==> config.mk <==
export PLATFORM = sky130hd
export DESIGN_NAME = sysu_157_arbiter
export DESIGN_NICKNAME = d
export VERILOG_FILES = /design/src/rtl/sysu_157_arbiter.sv
export SDC_FILE = /design/constraint.sdc
export NUM_CORES = 1
export LEC_CHECK = 0
export ABC_AREA = 1
export CAP_MARGIN = 20
export CORE_MARGIN = 10
export CORE_UTILIZATION = 30
export CTS_BUF_LIST = sky130_fd_sc_hd__clkbuf_4
export DETAILED_ROUTE_END_ITERATION = 8
export GPL_TIMING_DRIVEN = 0
export SLEW_MARGIN = 15
export SYNTH_ARGS = -nofsm -noshare
export SYNTH_HDL_FRONTEND = slang
export SYNTH_SLANG_ARGS = --single-unit
==> constraint.sdc <==
create_clock -name CLK -period 2.2 [get_ports CLK]
set_input_delay 0.44 -clock CLK [delete_from_list [all_inputs] [get_ports CLK]]
set_output_delay 0.44 -clock CLK [all_outputs]
set_load 0.1 [all_outputs]
==> src/rtl/sysu_157_arbiter.sv <==
// ---------------------------------------------------------------------------
// sysu_157_arbiter
// Two-requester round-robin arbiter driving the S/G pins of a shared
// 74LS157-style quad 2:1 mux. Requester A owns the mux A inputs (S=0) and
// requester B owns the mux B inputs (S=1). G is an active-high disable.
// Before a new owner is granted, G is held high for GAP_CYC dead cycles
// (break-before-make). A per-grant time slice of HOLD_MAX cycles stops one
// side from locking out the other while both are requesting.
//
// Parameters:
//   HOLD_MAX  grant cycles allowed while the other side waits (1..255)
//   GAP_CYC   dead cycles with G=1 before a new grant (0..3)
//
// Ports:
//   CLK    rising-edge clock
//   CLR_N  asynchronous active-low reset
//   REQ_A  requester A wants the mux
//   REQ_B  requester B wants the mux
//   LOCK   (only with SYSU_ARB_LOCK_EN) owner may hold past its slice
//   GNT_A  A owns the mux
//   GNT_B  B owns the mux
//   S      mux select, 0 = A, 1 = B
//   G      mux disable, 1 forces mux outputs low
//   BUSY   arbiter is in any state other than IDLE
//
// Optional feature macro: SYSU_ARB_LOCK_EN (adds the LOCK input).
// ---------------------------------------------------------------------------
module sysu_157_arbiter #(
    parameter int unsigned HOLD_MAX = 4,
    parameter int unsigned GAP_CYC  = 1
) (
    input  logic CLK,
    input  logic CLR_N,
    input  logic REQ_A,
    input  logic REQ_B,
`ifdef SYSU_ARB_LOCK_EN
    input  logic LOCK,
`endif
    output logic GNT_A,
    output logic GNT_B,
    output logic S,
    output logic G,
    output logic BUSY
);

    typedef enum logic [1:0] {
        ST_IDLE  = 2'd0,
        ST_GAP   = 2'd1,
        ST_OWN_A = 2'd2,
        ST_OWN_B = 2'd3
    } state_t;

    localparam logic [7:0] HOLD_MAX_C = HOLD_MAX[7:0];
    localparam logic [1:0] GAP_LAST_C = GAP_CYC[1:0] - 2'd1;
    localparam logic       HAS_GAP_C  = (GAP_CYC != 0) ? 1'b1 : 1'b0;

    state_t     state_r;
    logic [7:0] hold_cnt_r;
    logic [1:0] gap_cnt_r;
    logic       last_b_r;
    logic       gnt_a_r;
    logic       gnt_b_r;
    logic       s_r;
    logic       g_r;
    logic       busy_r;

    logic       own_b_s;
    logic       owner_req_s;
    logic       other_req_s;
    logic       sel_req_s;
    logic       sel_other_s;
    logic [7:0] hold_inc_s;
    logic       lock_s;
    logic       handoff_s;
    logic       start_s;
    logic       start_b_s;
    logic       to_own_s;
    logic       to_idle_s;

    // Request views relative to the current owner / selected side.
    always_comb begin
        own_b_s     = (state_r == ST_OWN_B);
        owner_req_s = own_b_s ? REQ_B : REQ_A;
        other_req_s = own_b_s ? REQ_A : REQ_B;
        // During GAP the select register already names the chosen side.
        sel_req_s   = s_r ? REQ_B : REQ_A;
        sel_other_s = s_r ? REQ_A : REQ_B;
    end

    // Slice accounting: the count including the current grant cycle, so a
    // contended owner is preempted after exactly HOLD_MAX GNT cycles.
    always_comb begin
        if (hold_cnt_r >= HOLD_MAX_C) begin
            hold_inc_s = HOLD_MAX_C;
        end else begin
            hold_inc_s = hold_cnt_r + 8'd1;
        end
`ifdef SYSU_ARB_LOCK_EN
        lock_s = LOCK & owner_req_s;
`else
        lock_s = 1'b0;
`endif
        // Release takes precedence; preemption only matters while owner requests.
        handoff_s = ~owner_req_s |
                    (other_req_s & (hold_inc_s == HOLD_MAX_C) & ~lock_s);
    end

    // Transition decision: start a new selection, finish a gap, or go idle.
    always_comb begin
        start_s   = 1'b0;
        start_b_s = 1'b0;
        to_own_s  = 1'b0;
        to_idle_s = 1'b0;
        case (state_r)
            ST_IDLE: begin
                if (REQ_A || REQ_B) begin
                    start_s   = 1'b1;
                    // On a tie serve the side opposite the last one served.
                    start_b_s = (REQ_A && REQ_B) ? ~last_b_r : REQ_B;
                end else begin
                    start_s   = 1'b0;
                end
            end
            ST_GAP: begin
                if (!sel_req_s) begin
                    if (sel_other_s) begin
                        start_s   = 1'b1;
                        start_b_s = ~s_r;
                    end else begin
                        to_idle_s = 1'b1;
                    end
                end else if (gap_cnt_r == GAP_LAST_C) begin
                    to_own_s = 1'b1;
                end else begin
                    to_own_s = 1'b0;
                end
            end
            ST_OWN_A, ST_OWN_B: begin
                if (handoff_s) begin
                    if (other_req_s) begin
                        start_s   = 1'b1;
                        start_b_s = ~own_b_s;
                    end else begin
                        to_idle_s = 1'b1;
                    end
                end else begin
                    to_idle_s = 1'b0;
                end
            end
            default: begin
                to_idle_s = 1'b1;
            end
        endcase
    end

    // Arbiter FSM with registered mux controls and grants.
    always_ff @(posedge CLK or negedge CLR_N) begin
        if (!CLR_N) begin
            state_r    <= ST_IDLE;
            hold_cnt_r <= 8'd0;
            gap_cnt_r  <= 2'd0;
            last_b_r   <= 1'b1;
            gnt_a_r    <= 1'b0;
            gnt_b_r    <= 1'b0;
            s_r        <= 1'b0;
            g_r        <= 1'b1;
            busy_r     <= 1'b0;
        end else if (start_s) begin
            s_r     <= start_b_s;
            busy_r  <= 1'b1;
            if (HAS_GAP_C) begin
                state_r   <= ST_GAP;
                gap_cnt_r <= 2'd0;
                gnt_a_r   <= 1'b0;
                gnt_b_r   <= 1'b0;
                g_r       <= 1'b1;
            end else begin
                state_r    <= start_b_s ? ST_OWN_B : ST_OWN_A;
                hold_cnt_r <= 8'd0;
                last_b_r   <= start_b_s;
                gnt_a_r    <= ~start_b_s;
                gnt_b_r    <= start_b_s;
                g_r        <= 1'b0;
            end
        end else if (to_own_s) begin
            state_r    <= s_r ? ST_OWN_B : ST_OWN_A;
            hold_cnt_r <= 8'd0;
            last_b_r   <= s_r;
            gnt_a_r    <= ~s_r;
            gnt_b_r    <= s_r;
            g_r        <= 1'b0;
            busy_r     <= 1'b1;
        end else if (to_idle_s) begin
            // S keeps its last value while idle.
            state_r <= ST_IDLE;
            gnt_a_r <= 1'b0;
            gnt_b_r <= 1'b0;
            g_r     <= 1'b1;
            busy_r  <= 1'b0;
        end else if (state_r == ST_GAP) begin
            gap_cnt_r <= gap_cnt_r + 2'd1;
        end else if ((state_r == ST_OWN_A) || (state_r == ST_OWN_B)) begin
            hold_cnt_r <= hold_inc_s;
        end else begin
            hold_cnt_r <= hold_cnt_r;
        end
    end

    assign GNT_A = gnt_a_r;
    assign GNT_B = gnt_b_r;
    assign S     = s_r;
    assign G     = g_r;
    assign BUSY  = busy_r;

endmodule

==> impl_summary.md, run 1 <==
GRT
For this run, the total global-route usage over all layers was measured as 6.47%. The total grt overflow is 0. The via count of the first global-routing pass is 767. The first global-routing pass estimated 3.28 mm of wire. The number of antenna violations at the first check in global routing was 0. Entering global routing, the biggest net connects 19 pins.

Logic synthesis
The number of warnings issued by yosys is 0. The area share of the largest cell type after synthesis is 40.9%. Yosys attributes the largest share of cell area to dfrtp_1, nand2_1, inv_1. The synthesized design spends more area on one cell type than any other, namely dfrtp_1. After synthesis the netlist holds a flip-flop and latch count of 18. After synthesis, the netlist uses 24 different library cells. The post-synth net total is 124. The share of synthesized area occupied by flip-flops and latches is 46.2%. A synthesized cell averages 8.37 um2. After technology mapping, the gate count stands at 117. The synthesized area is 980 um2.

Critical path
Data on the critical path arrives at its endpoint at 1.68 ns. STA classifies the critical path endpoint as an output port. The highest cell delay on the worst timing path is 0.85 ns.

The startpoint of the worst register-to-register path is hold_cnt_r[0]. Among all stages on the critical path, the largest delay is contributed by dlygate4sd2_1. The worst setup slack for register-to-register paths is 0.41 ns. The total stage count of the critical path is 1. The capture point of the worst reg-to-reg path is gap_cnt_r[0]. STA classifies the critical path startpoint as a flip-flop. The critical path is of the reg2out type. The required time at the endpoint of the critical path is 1.76 ns.

Walking the worst path, the cells encountered are dlygate4sd2_1. The maximum fanout along the worst path is 2. The path depth of the worst reg2reg path is 8. The number of buffer and inverter stages on the critical path is 1.

Grouping stages by cell kind, the critical path spends the most delay in buffers and inverters.

Floorplan
The standard cell core area is 0.00308 mm2. The floorplan row count is 20. The die covers 0.00595 mm2. In this run the horizontal extent of the chip is 77.1 um. Once the floorplan was initialized, standard cells occupied 31.8% of the core. Measured along the y axis, the die boundary spans 77.1 um. The number of top-level pins is 9.

Timing
The minimum period implied by the final worst setup slack is 2.12 ns. The part of the cycle the worst path needs is 96.2%. The final number of setup-violating endpoints is 0.

The tightest slew margin relative to the limit is 35.8%. Adding up every negative setup slack in the final design gives 0 ns. The transition time at the pin with the least slew margin is 0.968 ns. Setup repair after global routing left no endpoint under its margin. The worst clock skew is 0.00525 ns.

The number of endpoints with negative hold slack in the final report is 0. For this run, the top clock speed supported by timing is 473 MHz. The number of pins with negative max-slew slack in the final report came to 0.

Outcome
The flow ran to the end, and the final reports show no timing, DRC or antenna violations.

Clock tree
In this run the clock root is driven by a clkbuf_4. The latest clock arrival within the worst-skew pair is 0.29 ns. TritonCTS built the clock tree. The buffer depth of the longest clock path is 2. The clock drives 18 sinks.

The number of buffers created by CTS is 3. In this run the number of H-tree levels came out at 1. After clock tree synthesis, the clock-pin slew on the worst setup and hold paths is 0.09 ns.

Pwr
For this design the static power due to leakage is 0.589 nW. Summed over all nets, the switching power comes to 0.856 mW. The combinational group share of total power is 56.7%. The part of the power in the clock network is 11.1%. VDD sags by at most 0.000751 V. The sequential fraction of design power is 32.2%.

The internal power contribution is 0.770 mW. The power density of the placed cells is 1430 mW/mm2. Of the total power, the share spent switching nets is 52.7%.

Placement
Once detailed placement completed, the half-perimeter wirelength came to 1.42 mm. The area of placed instances is 0.00111 mm2. The routability congestion estimate is 0.857. The count of buffers inserted at the top-level ports is 8.

Counting tap cells, the placed design contains a total of 169 instances.

Routing
Across all layers, the routed design uses 792 vias. The final layout contains routed wiring with a total length of 1.82 mm. The detailed router finished its first iteration with 11 violations.

For this run, design rule violations remaining after detail routing come to 0. Dividing the detail-routed wire length by the instance count gives 10.5 um. The first-pass iteration count of the detailed router is 4. In the routed layout, each cell is associated on average with a via count of 4.58. Once detail routing completed, the nets flagged for antenna violations numbered 0.

Finish
The fraction of final layout cells sized beyond drive strength 1 is 17.1%. The leading cell type in the layout, fill and taps excluded is nand2_1. For this run, the number of standard cells in the final layout without fillers is 173. The repair_antennas step left the layout with diodes totalling 0. The total number of nets in the final design is 137. The top cell types in the final layout, fill and taps aside, are nand2_1, inv_1, dfrtp_1, nand3_1, nor2_1. Relative to the synthesized area, the layout overhead comes to 16.2%. The fill cell instance count of the final layout is 326. The final design instance area without fill is 0.00114 mm2. The core utilization of the finished layout is 37.0%.

Hold path
The tightest min-delay check is of the reg2reg type. The startpoint identified for the worst hold timing path is BUSY. The worst hold path was traced through 2 stages. The worst hold endpoint is BUSY.

Flow run
The tool flagged a number of max-cap violations equal to 0.
==> worst max path at each step <==
stage	slack (ns)	start	endpoint
floorplan	0.29	S	hold_cnt_r[3]
detailed placement	0.12	G	G
CTS	0.07	G	G
finish	0.08	G	G
global placement	0.12	G	G
global route	0.04	G	G
==> power by group through the flow <==
| stage | Combinational [mW] | Clock (mW) | Sequential (mW) |
|---|---|---|---|
| 2_1_floorplan | 0.486 | 0 | 0.786 |
| 3_3_place_gp | 0.932 | 0 | 0.525 |
| 3_5_place_dp | 0.954 | 0 | 0.531 |
| 4_1_cts | 0.930 | 0.187 | 0.523 |
| 5_1_grt | 1.02 | 0.195 | 0.540 |
| 6_report | 0.922 | 0.180 | 0.524 |
==> synthesized netlist by cell type (all sizes together) <==
| library cell | number |
|---|---|
| nor2 | 15 |
| o21bai | 1 |
| dfstp | 2 |
| o31ai | 1 |
| a211oi | 1 |
| nand2 | 32 |
| o211ai | 1 |
| nand4 | 2 |
| and2 | 1 |
| a21oi | 1 |
| nand3 | 12 |
| ha | 3 |
| dfrtp | 16 |
| inv | 22 |
| nand3b | 1 |
| o21ai | 6 |
==> routing by layer <==
layer  up-vias  share of wire [%]  global-route usage [%]
met1       379                 46                    7.70
met3         5                3.0                    1.28
met4         0                2.0                    3.28
met5         -                  0                       0
li1        393                  -                       -
met2        15                 49                    10.7
==> layout make-up <==
type | count | area [um2] | share of cell area [%]
Clock buffer | 4 | 30.0 | 2.64
Sequential cell | 18 | 453 | 39.8
Tap cell | 44 | 55.1 | 4.84
Multi-Input combinational cell | 77 | 444 | 39.0
Inverter | 22 | 82.6 | 7.25
Timing Repair Buffer | 8 | 73.8 | 6.48
==> metrics by stage <==
step                      power (mW)  hold WS (ns)  worst slack [ns]
after detailed placement        1.49         0.464             0.119
after global placement          1.46         0.463             0.118
after global routing            1.75         0.515            0.0377
after CTS                       1.64         0.485            0.0666
after floorplan                 1.27         0.144             0.289
final                           1.63         0.480            0.0838
==> timing repair <==
item / in CTS / in global routing
hold buffers: 0 / 0
gates resized for setup: 5 / 0
hold endpoints to repair: 0 / 0
endpoints found under the setup margin: 5 / 0
buffers inserted: 0 / 0
==> sequential cells by signal, summed over array words and instances, names as in the netlist <==
signal and count:
hold_cnt_r 8, gap_cnt_r 2, state_r 2, BUSY 1
G 1, GNT_A 1, GNT_B 1, S 1
last_b_r 1
==> cells by family after synthesis <==
logic type                 synth area share, %
and+or+nand+nor                           32.8
buffers and inverters                     8.43
adders and majority gates                 3.83
AOI/OAI and AO/OA                         8.68
DFF                                       46.2
(Power assumes the default switching activity.)
==> inputs of run 2 (changes only) <==
--- a/config.mk
+++ b/config.mk
@@ -12,7 +12,7 @@
 export CTS_BUF_LIST = sky130_fd_sc_hd__clkbuf_4
 export DETAILED_ROUTE_END_ITERATION = 8
 export GPL_TIMING_DRIVEN = 0
-export SLEW_MARGIN = 15
+export SLEW_MARGIN = 10
 export SYNTH_ARGS = -nofsm -noshare
 export SYNTH_HDL_FRONTEND = slang
 export SYNTH_SLANG_ARGS = --single-unit
==> constraint.sdc (replaced) <==
create_clock -name CLK -period 1.87 [get_ports CLK]
set_input_delay 0.374 -clock CLK [delete_from_list [all_inputs] [get_ports CLK]]
set_output_delay 0.374 -clock CLK [all_outputs]
set_load 0.1 [all_outputs]
==> impl_summary.md, run 2 (synthesis gave the netlist of run 1 again) <==
Floorplan
The number of top-level pins came to 9 (unchanged). The die footprint is 0.00595 mm2 (unchanged). The floorplan row count was 20 (unchanged). The standard cell core area is 0.00308 mm2 (unchanged). The die span in x is 77.1 um (unchanged). The initial cell density of the core is 31.8% (unchanged). The die boundary height is 77.1 um (unchanged).

Critical path
The data arrival time of the worst path was 1.38 ns (-0.30 ns). The worst setup path is captured at an output port. The number of buffer and inverter stages on the critical path came to 1 (unchanged). The path depth of the worst reg2reg path came to 8 (unchanged). The worst setup path category is reg2out.

The worst setup path is launched from a flip-flop. The total stage count of the critical path is 1 (unchanged). The highest cell delay on the worst timing path is 0.55 ns (-0.30 ns). The maximum fanout along the worst path is 2 (unchanged). The kind of cell with the highest combined delay along the critical path is buffers and inverters. The critical path goes through clkdlybuf4s15_2. The required time at the endpoint of the critical path was 1.50 ns (-0.26 ns). On the critical path, the stage with the largest delay is an instance of clkdlybuf4s15_2.

Clock tree
The total of cells resized after clock tree synthesis is 12 (+7). The root buffer cell chosen for the clock tree is clkbuf_4. The hold buffer count at CTS is 0 (unchanged). The number of buffers created by CTS came to 3 (unchanged).

The buffer depth of the longest clock path is 2 (unchanged). The post-CTS setup-driven buffer insertion count is 0 (unchanged). The number of clock sinks seen by CTS is 18 (unchanged).

TritonCTS built the clock tree. The H-tree depth is 1 (unchanged). The clock-pin slew of the registers on the worst-case setup and hold paths is 0.10 ns (about the same).

The latest clock arrival within the worst-skew pair is 0.29 ns (about the same).

Routing
The first-pass iteration count of the detailed router is 4 (unchanged). The wire length per cell is 9.83 um (-6.6%). The count of antenna-violating nets left after detailed routing is 0 (unchanged).

The routed wire length was 1.70 mm (-6.6%). After detailed routing, no signal wire sits above met4. The DRC violation total after the first TritonRoute iteration is 28 (+17).

The via density per instance came to 4.38 (-4.4%). The via count is 757 (-4.4%). The sum of met2 wire segment lengths after detailed routing is 843 um (-5.9%). The sum of met3 wire segment lengths after detailed routing is 24 um (-56%).

The DRC violation count after routing is 0 (unchanged). The met1 wire length is 811 um (-2.4%).

GRT
The total grt overflow is 0 (unchanged). The all-layer global routing usage was 6.15% (-0.31 points). The pin count of the biggest net entering global routing is 19 (unchanged). The first-pass GRT wire length came to 3.13 mm (-4.6%). The via count of the first global-routing pass is 754 (-1.7%). The number of antenna violations at the first check in global routing came to 0 (unchanged).

Finish
In the layout the commonest cells are nand2_1, inv_1, dfrtp_1, nand3_1, nor2_1. The leading cell type in the layout, fill and taps excluded is nand2_1. The fraction of final layout cells sized beyond drive strength 1 is 20.9% (+3.9 points). The largest registers in the layout are hold_cnt_r (8), gap_cnt_r (2), state_r (2). The flip-flop count of the largest register after layout is 8 (unchanged). The fill cell instance count of the final layout is 331 (+1.5%). The final cell count without fillers is 173 (unchanged). The register with the most flip-flops is hold_cnt_r. The total number of nets in the final design is 137 (unchanged). The number of antenna repair diodes is 0 (unchanged).

The area growth from synthesis to layout is 15.3%.

Pwr
The final total power is 1.88 mW (+16%). The power density of the placed cells is 1660 mW/mm2 (+17%). The static leakage power is 0.582 nW (-1.3%).

The worst supply voltage drop on vdd came to 0.000903 V (+20%).

Timing
The upper clock frequency limit is 571 MHz. The tightest slew margin relative to the limit is 47.5% (+12 points). The final number of setup-violating endpoints is 0 (unchanged). The number of endpoints with negative hold slack in the final report is 0 (unchanged). The number of pins with negative max-slew slack in the final report was 0 (unchanged).

The worst clock skew is 0.00640 ns (+0.00116 ns). Setup repair after global routing left no endpoint under its margin. The final critical path takes up 93.7% of the cycle. The smallest clock period supported by the final layout is computed as 1.75 ns.

The transition time at the pin with the least slew margin is 0.786 ns (-0.182 ns).

Outcome
The run finished with clean final reports.

Hold path
The worst hold path class is reg2reg. The worst hold path cell count came to 2 (unchanged).

Placement
The routability congestion estimate is 0.830 (-3.0%). The count of buffers inserted at the top-level ports is 8 (unchanged). The placed wire-length estimate was 1.34 mm (-6.0%). The post-placement cell count was 169 (unchanged).

Flow run
The max-capacitance violation count is 0 (unchanged).
[run 2: cell count changes in the layout (fill, tap and decap cells not counted), sizes merged]
cell	previous run	this run
dlygate4sd2	5	0
clkbuf	4	6
clkdlybuf4s15	0	2
clkinv	0	1
[run 2: worst reg2reg max path, stage by stage, from the launching register on]
cell and delay [ns]:
dfrtp_1 0.39, inv_1 0.09, ha_1 0.32, o31ai_2 0.32, o21bai_4 0.10, o211ai_1 0.16
nand2_1 0.12, nand2_1 0.08, nand2_1 0.05
[run 2: per-stage QoR]
stage / hold WS [ns] / utilization [%] / setup WS [ns] / setup TNS [ns] / cell area (um2)
after floorplan: 0.0784 / - / 0.287 / 0 / 981
after global placement: 0.463 / 36.3 / -0.142 / -1.12 / 1120
after detailed placement: 0.473 / 36.3 / -0.145 / -1.40 / 1120
after CTS: 0.491 / 37.2 / 0.00579 / 0 / 1140
after global routing: 0.518 / 36.7 / 0.000846 / 0 / 1130
final: 0.483 / 36.7 / 0.119 / 0 / 1130
[run 2: power breakdown]
group	internal (mW)	total, mW	leakage, nW	switching (mW)
combinational	0.286	1.07	0.338	0.784
sequential	0.521	0.616	0.228	0.0943
clock	0.0776	0.195	0.0154	0.118
total	0.885	1.88	0.582	0.996
[run 2: per-layer routing]
layer | vias up | global-route usage (%)
met3 | 4 | 1.05
met4 | 0 | 2.74
met1 | 360 | 7.29
met5 | - | 0
li1 | 389 | -
met2 | 4 | 10.5
[run 2: path summary, 6_finish.rpt]
| kind | from | end | slack [ns] |
|---|---|---|---|
| max | G | G | 0.12 |
| max reg2reg | hold_cnt_r[0] | gap_cnt_r[1] | 0.13 |
| max in group asynchronous | CLR_N | S | 0.80 |
| min | last_b_r | last_b_r | 0.48 |
| min reg2reg | last_b_r | last_b_r | 0.48 |
| min in group asynchronous | CLR_N | hold_cnt_r[7] | 0.53 |
[run 2: cell type report]
| cell class | instances | area, um2 | share of cell area (%) |
|---|---|---|---|
| tap | 44 | 55.1 | 4.87 |
| sequential | 18 | 454 | 40.2 |
| timing repair buffer | 8 | 67.6 | 5.98 |
| clock inverter | 1 | 3.75 | 0.332 |
| clock buffer | 3 | 22.5 | 1.99 |
| multi-input combinational | 77 | 444 | 39.3 |
| inverter | 22 | 82.6 | 7.31 |
==> inputs of run 3 (changes only) <==
--- a/config.mk
+++ b/config.mk
@@ -7,11 +7,16 @@
 export LEC_CHECK = 0
 export ABC_AREA = 1
 export CAP_MARGIN = 20
+export CELL_PAD_IN_SITES_DETAIL_PLACEMENT = 1
+export CELL_PAD_IN_SITES_GLOBAL_PLACEMENT = 1
+export CORE_ASPECT_RATIO = 1.1
 export CORE_MARGIN = 10
 export CORE_UTILIZATION = 30
 export CTS_BUF_LIST = sky130_fd_sc_hd__clkbuf_4
+export CTS_CLUSTER_DIAMETER = 100
 export DETAILED_ROUTE_END_ITERATION = 8
 export GPL_TIMING_DRIVEN = 0
+export PLACE_DENSITY_LB_ADDON = 0.1
 export SLEW_MARGIN = 10
 export SYNTH_ARGS = -nofsm -noshare
 export SYNTH_HDL_FRONTEND = slang
==> impl_summary.md, run 3 (synthesis gave the netlist of run 1 again) <==
Outcome
The run finished with clean final reports.

Critical path
STA classifies the critical path endpoint as an output port. The maximum fanout along the worst path is 2 (unchanged). Following the worst setup path forward leads to its endpoint at G.

The worst setup path is launched from a flip-flop. The total stage count of the critical path was 1 (unchanged). The required time at the endpoint of the critical path came to 1.50 ns (about the same). The startpoint identified for the worst register-to-register timing path is hold_cnt_r[0]. The data arrival time of the worst path came to 1.38 ns (about the same). On the critical path the largest part of the delay comes from buffers and inverters. On the critical path, the stage with the largest delay is an instance of clkdlybuf4s15_2. The worst setup slack for register-to-register paths is 0.18 ns (+0.05 ns).

The critical path starts at G. The highest cell delay on the worst timing path is 0.55 ns (about the same). Walking the worst path, the cells encountered are clkdlybuf4s15_2. The path depth of the worst reg2reg path came to 8 (unchanged). In this run the critical register-to-register path is captured at gap_cnt_r[0].

The worst setup path category is reg2out. The number of buffer and inverter stages on the critical path came to 1 (unchanged).

GRT
The total grt overflow came to 0 (unchanged). The number of antenna violations at the first check in global routing is 0 (unchanged). The via count of the first global-routing pass came to 875 (+16%). The all-layer global routing usage was 8.56% (+2.4 points). The first-pass GRT wire length was 3.99 mm (+27%). The pin count of the biggest net entering global routing is 19 (unchanged).

Finish
The area of the multi-input gates is 453 um2 (+2.0%). The sequential cell area is 454 um2 (unchanged). The number of antenna repair diodes is 0 (unchanged). The fraction of final layout cells sized beyond drive strength 1 is 21.5% (+0.61 points). The area growth from synthesis to layout is 17.0%. The flip-flop count of the largest register after layout is 8 (unchanged).

The top cell types in the final layout, fill and taps aside, are nand2_1, inv_1, dfrtp_1, nand3_1, nor2_1. The fill cell instance count of the final layout is 389 (+18%). The final cell count without fillers is 164 (-5.2%). Ranked by flip-flop count, first place goes to hold_cnt_r. The total number of nets in the final design is 138 (+0.73%). The final design instance area without fill was 0.00115 mm2 (+1.4%).

In the final layout, the registers with the most flip-flops are hold_cnt_r (8), gap_cnt_r (2), state_r (2). The leading cell type in the layout, fill and taps excluded is nand2_1. The core utilization of the finished layout came to 37.0% (+0.26 points).

Routing
The count of antenna-violating nets left after detailed routing came to 0 (unchanged). The wire length per cell was 12.9 um (+31%). The met1 wire length is 989 um (+22%). The via count was 784 (+3.6%). The via density per instance was 4.78 (+9.3%). The DRC violation total after the first TritonRoute iteration is 28 (unchanged). The top routing layer in use is met4.

The DRC violation count after routing came to 0 (unchanged). The first-pass iteration count of the detailed router is 2 (-2). The sum of met2 wire segment lengths after detailed routing came to 989 um (+17%). The routed wire length is 2.12 mm (+25%). The sum of met3 wire segment lengths after detailed routing was 88 um (+270%).

Clock tree
The latest clock arrival within the worst-skew pair is 0.29 ns (about the same). The number of clock sinks seen by CTS is 18 (unchanged). The H-tree depth is 1 (unchanged).

The tree is rooted in a clkbuf_4. The buffer depth of the longest clock path is 2 (unchanged). The clock-pin slew of the registers on the worst-case setup and hold paths is 0.09 ns (about the same). The CTS tree is yes.

The number of buffers created by CTS is 3 (unchanged).

Placement
The area of placed instances came to 0.00110 mm2 (-1.1%). The post-placement cell count was 159 (-5.9%). The pre-CTS setup slack is -0.175 ns (-0.0304 ns).

The count of buffers inserted at the top-level ports is 8 (unchanged). The placed wire-length estimate was 1.65 mm (+24%). The routability congestion estimate is 0.788 (-5.1%).

Floorplan
The floorplan row count came to 21 (+5.0%). The initial cell density of the core was 31.6% (-0.23 points). The die footprint is 0.00595 mm2 (about the same). The die span in x came to 74.5 um (-3.4%). The standard cell core area is 0.00310 mm2 (+0.73%). The die boundary height was 79.9 um (+3.6%). The number of top-level pins is 9 (unchanged).

Timing
The final number of setup-violating endpoints is 0 (unchanged). The part of the cycle the worst path needs was 93.9% (+0.30 points). The number of endpoints with negative hold slack in the final report is 0 (unchanged). The post-route worst setup slack came to 0.113 ns (-0.00554 ns). The setup TNS after final layout is 0 ns (unchanged).

The minimum period implied by the final worst setup slack is 1.76 ns (+0.00554 ns). The upper clock frequency limit is 569 MHz (-0.32%). The smallest hold slack is 0.478 ns (-0.00495 ns).

The transition time at the pin with the least slew margin is 0.784 ns (-0.00123 ns). The number of pins with negative max-slew slack in the final report is 0 (unchanged). The tightest slew margin relative to the limit was 47.5% (+0.082 points). The worst clock skew is 0.00194 ns (-0.00446 ns).

Pwr
The worst supply voltage drop on vdd was 0.000856 V (-5.1%). The final total power is 1.96 mW (+4.0%). The static leakage power is 0.588 nW (+1.1%). The power density of the placed cells came to 1710 mW/mm2 (+2.5%).

Flow run
The max-capacitance violation count was 0 (unchanged).

Hold path
The worst hold path belongs to the class reg2reg.
-- run 3: timing repair --
action	in CTS	in global routing
pin swaps	0	1
buffers inserted	0	1
endpoints found under the setup margin	5	8
resized for setup	14	2
hold buffers	0	0
cloned	0	0
-- run 3: per-layer routing --
metal	GRT usage, %	vias to the layer above
li1	-	387
met1	9.59	383
met2	14.3	9
met3	1.99	5
met4	5.11	0
met5	0	-
-- run 3: layout make-up --
cell class | instances | share of cell area [%]
inverter | 22 | 7.21
clock buffer | 3 | 1.97
multi-input combinational | 77 | 39.5
tap | 34 | 3.71
clock inverter | 1 | 0.328
sequential | 18 | 39.6
timing repair buffer | 9 | 7.64
-- run 3: worst reg2reg max path, cell delays in order, from the launching register on --
cell,delay [ns]
dfrtp_1,0.39
inv_1,0.10
ha_1,0.36
o31ai_4,0.23
o21bai_4,0.10
o211ai_1,0.15
buf_4,0.17
nand3_1,0.08
nand2_1,0.07
-- run 3: worst min path at each step --
stage,start,to,slack [ns],cells after the start
global route,last_b_r,last_b_r,0.49,2
detailed placement,last_b_r,last_b_r,0.46,2
global placement,gap_cnt_r[0],gap_cnt_r[0],0.46,2
floorplan,CLR_N,BUSY,0.08,0
CTS,last_b_r,last_b_r,0.48,2
finish,last_b_r,last_b_r,0.48,2
-- run 3: power breakdown --
group          leakage [nW]  switching, mW  internal, mW
clock network        0.0154          0.116        0.0777
registers             0.228         0.0990         0.521
logic                 0.344          0.827         0.315
==> edit 1, RTL diff (flow settings as in run 3) <==
The 4 states of `state_t` get a Gray code encoding in 2 bits.
--- a/src/rtl/sysu_157_arbiter.sv
+++ b/src/rtl/sysu_157_arbiter.sv
@@ -44,10 +44,10 @@
 );
 
     typedef enum logic [1:0] {
-        ST_IDLE  = 2'd0,
-        ST_GAP   = 2'd1,
-        ST_OWN_A = 2'd2,
-        ST_OWN_B = 2'd3
+        ST_IDLE  = 2'b00,
+        ST_GAP   = 2'b01,
+        ST_OWN_A = 2'b11,
+        ST_OWN_B = 2'b10
     } state_t;
 
     localparam logic [7:0] HOLD_MAX_C = HOLD_MAX[7:0];
Check against the original RTL: same outputs for any inputs over 10 cycles, from zero or initial values; not proved beyond that.
==> edit 1 against run 3 <==
  * Hold slack got worse by 7.6 ps
  * Power is 4.4% lower
  * Cell count is 6.7% lower
  * Via count down 8.4%
  * Critical path depth unchanged
  * Synthesized cell count down 7.7%
  * Count of clock-buffer cells in the layout is 1 higher
  * First-iteration DRC count down 7.1%
  * Worst setup slack improved by 20 ps
  * Sequential cell count stayed put
  * Routed wire length shrank 11%
  * Global-route usage down 1.1 points
  * Highest routed layer unchanged
  * Area after synthesis shrank 8.2%
  * Design area shrank 8.1%
==> edit 1: results (changes against run 3) <==
| Metric | Value |
|---|---|
| Worst VDD drop | 0.881 mV (+2.8%) |
| Share of cells above drive strength 1 | 16.7% (-4.9 points) |
| CP arrival | 1360 ps (-20 ps) |
| Vias in the first global route | 761 (-13%) |
| Pre-CTS setup slack | -152 ps (+23.7 ps) |
| CTS clock-pin slew for the worst setup and hold paths | 90 ps (about the same) |
| All-Layer GR Usage | 7.48% (-1.1 points) |
| Synth async-reset ratio | 100% (unchanged) |
| Antenna diodes | 0 (unchanged) |
| Max incr delay on CP | 550 ps (about the same) |
| Main area contributors after synthesis | dfrtp_1 45%, nand2_1 9.6%, inv_1 8.3%, nor2_1 6.3%, dfstp_2 5.8% |
| Port Buffers | 8 (unchanged) |
| Family with the most delay on the worst path | buffers and inverters |
| Top FF cell, synth | dfrtp_1 |
| HPWL Detailed | 1.50 mm (-9.5%) |
| Slowest stage cell, crit path | clkdlybuf4s15_2 |
| Post-Route Skew | 9.32 ps (+7.38 ps) |
| Post-Syn Nets | 115 (-7.3%) |
| Global-route wire length before repair | 3.51 mm (-12%) |
| Filler cells | 354 (-9.0%) |
| Vias/cell | 4.69 (-1.8%) |
| Placer Congestion | 0.716 (-9.1%) |
| Aggregate routed wire length | 1.89 mm (-11%) |
| Initial antenna violation count | 0 (unchanged) |
| Longest Clk Path Bufs | 2 (unchanged) |
| DRT iter0 DRCs | 26 (-7.1%) |
| CTS Buf Count | 3 (unchanged) |
| Nets | 128 (-7.2%) |
| Worst Hold Class | flop to flop |
| Largest net degree at the start of global routing | 19 (unchanged) |
| Root Buffer | clkbuf_4 |
| Ys Warns | 0 (unchanged) |
| Largest driver fanout on the critical path | 2 (unchanged) |
| Clk_lat worst skew | ~280 ps |
| Worst slew margin | 47.3% (-0.27 points) |
| Pre-antenna DRT Iters | 4 (+2) |
| Biggest registers after layout | hold_cnt_r (8), gap_cnt_r (2), state_r (2) |
| Most frequent cells after synthesis | 23 x nand2_1, 20 x inv_1, 16 x dfrtp_1 |
| Status | finished clean |
| Htree depth | 1 (unchanged) |
| Sequential fraction of the synthesis area | 50.3% (+4.1 points) |
| Leakage | 0.533 nW (-9.3%) |
| Post-DP Area | 1020 µm² (-7.4%) |
| Synth unique cells | 22 (-8.3%) |
| Post-CTS Setup Bufs | 0 (unchanged) |
-- edit 1: cell types whose count changed after synthesis, moves of 2 or more --
cell	run 3	this run
nand2_1	30	23
nand3_1	10	8
nor2_1	8	15
nor2_2	6	1
o22ai_1	0	3
-- edit 1: cells by family after synthesis --
family          Yosys count  share of synthesized area, %
compound gates           12                          9.18
fa+ha+maj                 3                          4.17
buf+inv                  20                          8.34
flops                    18                          50.3
simple gates             55                          28.0
-- edit 1: where the power goes --
| group | internal (mW) | total, mW | switching [mW] |
|---|---|---|---|
| Clock | 0.0970 | 0.205 | 0.108 |
| Sequential | 0.528 | 0.614 | 0.0869 |
| Combinational | 0.277 | 1.05 | 0.774 |
| Total | 0.901 | 1.87 | 0.968 |
-- edit 1: final timing paths --
check / start / endpoint / slack [ps] / cells after the start
max reg2reg: hold_cnt_r[0] / gap_cnt_r[1] / 230 / 8
max in group asynchronous: CLR_N / S / 780 / 1
min reg2reg: last_b_r / last_b_r / 470 / 2
max: G / G / 130 / 1
min in group asynchronous: CLR_N / hold_cnt_r[4] / 540 / 1
min: last_b_r / last_b_r / 470 / 2
-- edit 1: what timing repair did --
action,CTS,global route
pin swaps,0,1
hold buffers,0,0
endpoints found under the setup margin,15,11
resized for setup,13,5
-- edit 1: cell type report --
class | count | area (µm²) | area share, %
Inverter | 20 | 75.1 | 7.13
Tap cell | 33 | 41.3 | 3.92
Timing Repair Buffer | 8 | 67.6 | 6.41
Multi-Input combinational cell | 70 | 385 | 36.6
Clock buffer | 4 | 30.0 | 2.85
Sequential cell | 18 | 454 | 43.1
-- edit 1: metrics by stage --
stage,cells,total power [mW]
floorplan,108,1.42
global placement,149,1.65
detailed placement,149,1.69
CTS,153,1.90
global route,153,2.06
finish,153,1.87
-- edit 1: per-layer routing --
| layer | track usage, % | part of all wire, % | routed length, µm |
|---|---|---|---|
| met5 | 0 | 0 | 0 |
| met2 | 11.1 | 45 | 849 |
| met3 | 2.16 | 5.3 | 101 |
| met1 | 9.84 | 48 | 913 |
| met4 | 2.91 | 1.3 | 24 |
==> edit 2, RTL diff (settings of run 3) <==
Made on the original files. Add a define of `SYSU_ARB_LOCK_EN`.
--- a/src/rtl/sysu_157_arbiter.sv
+++ b/src/rtl/sysu_157_arbiter.sv
@@ -25,6 +25,8 @@
 //
 // Optional feature macro: SYSU_ARB_LOCK_EN (adds the LOCK input).
 // ---------------------------------------------------------------------------
+`define SYSU_ARB_LOCK_EN
+
 module sysu_157_arbiter #(
     parameter int unsigned HOLD_MAX = 4,
     parameter int unsigned GAP_CYC  = 1
Interface: changed (added LOCK); port bits go from 9 to 10. No check against the original RTL was run, so the function may have changed too.
==> edit 2 against run 3 <==
  * Power increased by 4.5%
  * Largest cell class unchanged
  * Highest routed layer unchanged
  * Synthesized cell count is 1.7% higher
  * Sequential cell count unchanged
  * Sequential power increased by 4.2%
  * Area after synthesis fell by 1.0%
  * Routed wire length up 4.3%
  * Clock skew is 1.1 ps lower
  * Design area grew 1.3%
  * Die area down 0.76%
  * Worst setup slack is essentially flat
  * First-iteration DRC count grew 7.1%
==> edit 2: results (changes against run 3) <==
| Metric | Value |
|---|---|
| Status | finished clean |
| Family with the most delay on the worst path | flip-flops |
| CP arrival | 1380 ps (about the same) |
| Slew @ Worst Pin | 802 ps (+17.4 ps) |
| DRT iter0 DRCs | 30 (+7.1%) |
| Nets | 144 (+4.3%) |
| Htree depth | 1 (unchanged) |
| Fin cells | 169 (+3.0%) |
| Synth async-reset ratio | 100% (unchanged) |
| Met1 Use GR | 9.99% (+0.40 points) |
| Pre-antenna DRT Iters | 4 (+2) |
| Placer Congestion | 0.752 (-4.6%) |
| Global-route wire length before repair | 3.85 mm (-3.5%) |
| Post-Syn Nets | 127 (+2.4%) |
| Post-synthesis compound-gate area fraction | 6.06% (-2.6 points) |
| Int Pwr | 0.955 mW (+4.5%) |
| Main area contributors after synthesis | dfrtp_1 41%, nand2_1 12%, inv_1 7.4%, nand3_1 5.7%, dfstp_2 5.4% |
| Worst Hold Class | flop to flop |
| Root Buffer | clkbuf_4 |
| Pre-CTS setup slack | -206 ps (-31.1 ps) |
| Worst VDD drop | 0.915 mV (+6.8%) |
| Synth unique cells | 20 (-17%) |
| Most frequent cells after synthesis | 30 x nand2_1, 19 x inv_1, 16 x dfrtp_1 |
| All-Layer GR Usage | 8.10% (-0.47 points) |
| Routed WL per cell | 13.1 µm (+1.2%) |
| Sequential fraction of the synthesis area | 46.7% (+0.48 points) |
| Post-synthesis adder-cell area fraction | 3.87% (+0.040 points) |
| Max incr delay on CP | 550 ps (about the same) |
| Met2 usage in global routing | 12.8% (-1.5 points) |
| Leakage | 0.588 nW (+0.11%) |
| Clk_lat worst skew | 290 ps (about the same) |
| Vias in the first global route | 827 (-5.5%) |
| Post-Synthesis Cells | 119 (+1.7%) |
| Met3 usage | 2.24% (+0.25 points) |
| CTS clock-pin slew for the worst setup and hold paths | approximately 100 ps |
| Filler cells | 373 (-4.1%) |
| Largest net degree at the start of global routing | 19 (unchanged) |
| Biggest registers after layout | hold_cnt_r (8), gap_cnt_r (2), state_r (2) |
| HPWL Detailed | 1.75 mm (+5.9%) |
| Placed insts | 162 (+1.9%) |
| Vias/cell | 4.80 (+0.38%) |
| Slowest stage cell, crit path | dfstp_2 |
| Share of cells above drive strength 1 | 21.5% (-0.057 points) |
| Post-Route Skew | 0.831 ps (-1.11 ps) |
| Port Buffers | 9 (+1) |
==> edit 2: cells by family (layout without fill, tap and decap cells) <==
family          count (synthesis)  in the layout
fa+ha+maj                       3              3
buf+inv                        20             36
compound gates                  9              9
flops                          18             18
simple gates                   69             69
==> edit 2: final cells by class <==
type / count / area (µm²) / area share, %
timing repair buffer: 12 / 119 / 10.2
clock buffer: 3 / 22.5 / 1.94
clock inverter: 1 / 3.75 / 0.323
inverter: 20 / 75.1 / 6.47
multi-input combinational: 81 / 444 / 38.3
tap: 34 / 42.5 / 3.66
sequential: 18 / 454 / 39.1
==> edit 2: metrics by stage <==
step | area [µm²] | utilization (%) | TNS (ps) | power (mW)
6_report | 1160 | 37.8 | 0 | 2.04
5_1_grt | 1160 | 37.8 | 0 | 2.24
4_1_cts | 1140 | 37.0 | 0 | 2.05
3_5_place_dp | 1100 | 35.9 | -1810 | 1.86
3_3_place_gp | 1100 | 35.9 | -1210 | 1.81
2_1_floorplan | 971 | - | 0 | 1.55
==> edit 2: final timing paths <==
path / slack [ps] / cells past startpoint / endpoint / start
min in group asynchronous: 540 / 1 / hold_cnt_r[7] / CLR_N
hold reg to reg: 490 / 2 / last_b_r / last_b_r
setup / recovery: 110 / 1 / G / G
setup reg to reg: 170 / 10 / gap_cnt_r[1] / hold_cnt_r[0]
hold / removal: 490 / 2 / last_b_r / last_b_r
max in group asynchronous: 780 / 1 / S / CLR_N
==> edit 2: routing by layer <==
metal  vias to the layer above  share of wire, %  wire, µm
met5                         -                 0         0
met4                         0              0.86        19
met3                         2               3.1        68
met2                         6                49      1080
met1                       398                47      1040
li1                        405                 -         -
==> edit 2: tightest hold or removal path: stages, from the launching register on <==
cell and delay (ps):
dfstp_2 390, nand2_1 60, nand2_1 50
==> edit 2: power groups by stage <==
stage	logic (mW)	clock network, mW	registers [mW]
after global placement	1.17	0	0.647
after global routing	1.34	0.232	0.669
after detailed placement	1.20	0	0.655
after CTS	1.20	0.208	0.646
after floorplan	0.560	0	0.989
final	1.20	0.195	0.646
==> edit 2: timing repair <==
action                                  in CTS  in global routing
buffers inserted                             0                  3
gates resized for setup                     15                  1
endpoints found under the setup margin       5                  6
pin swaps                                    0                  1
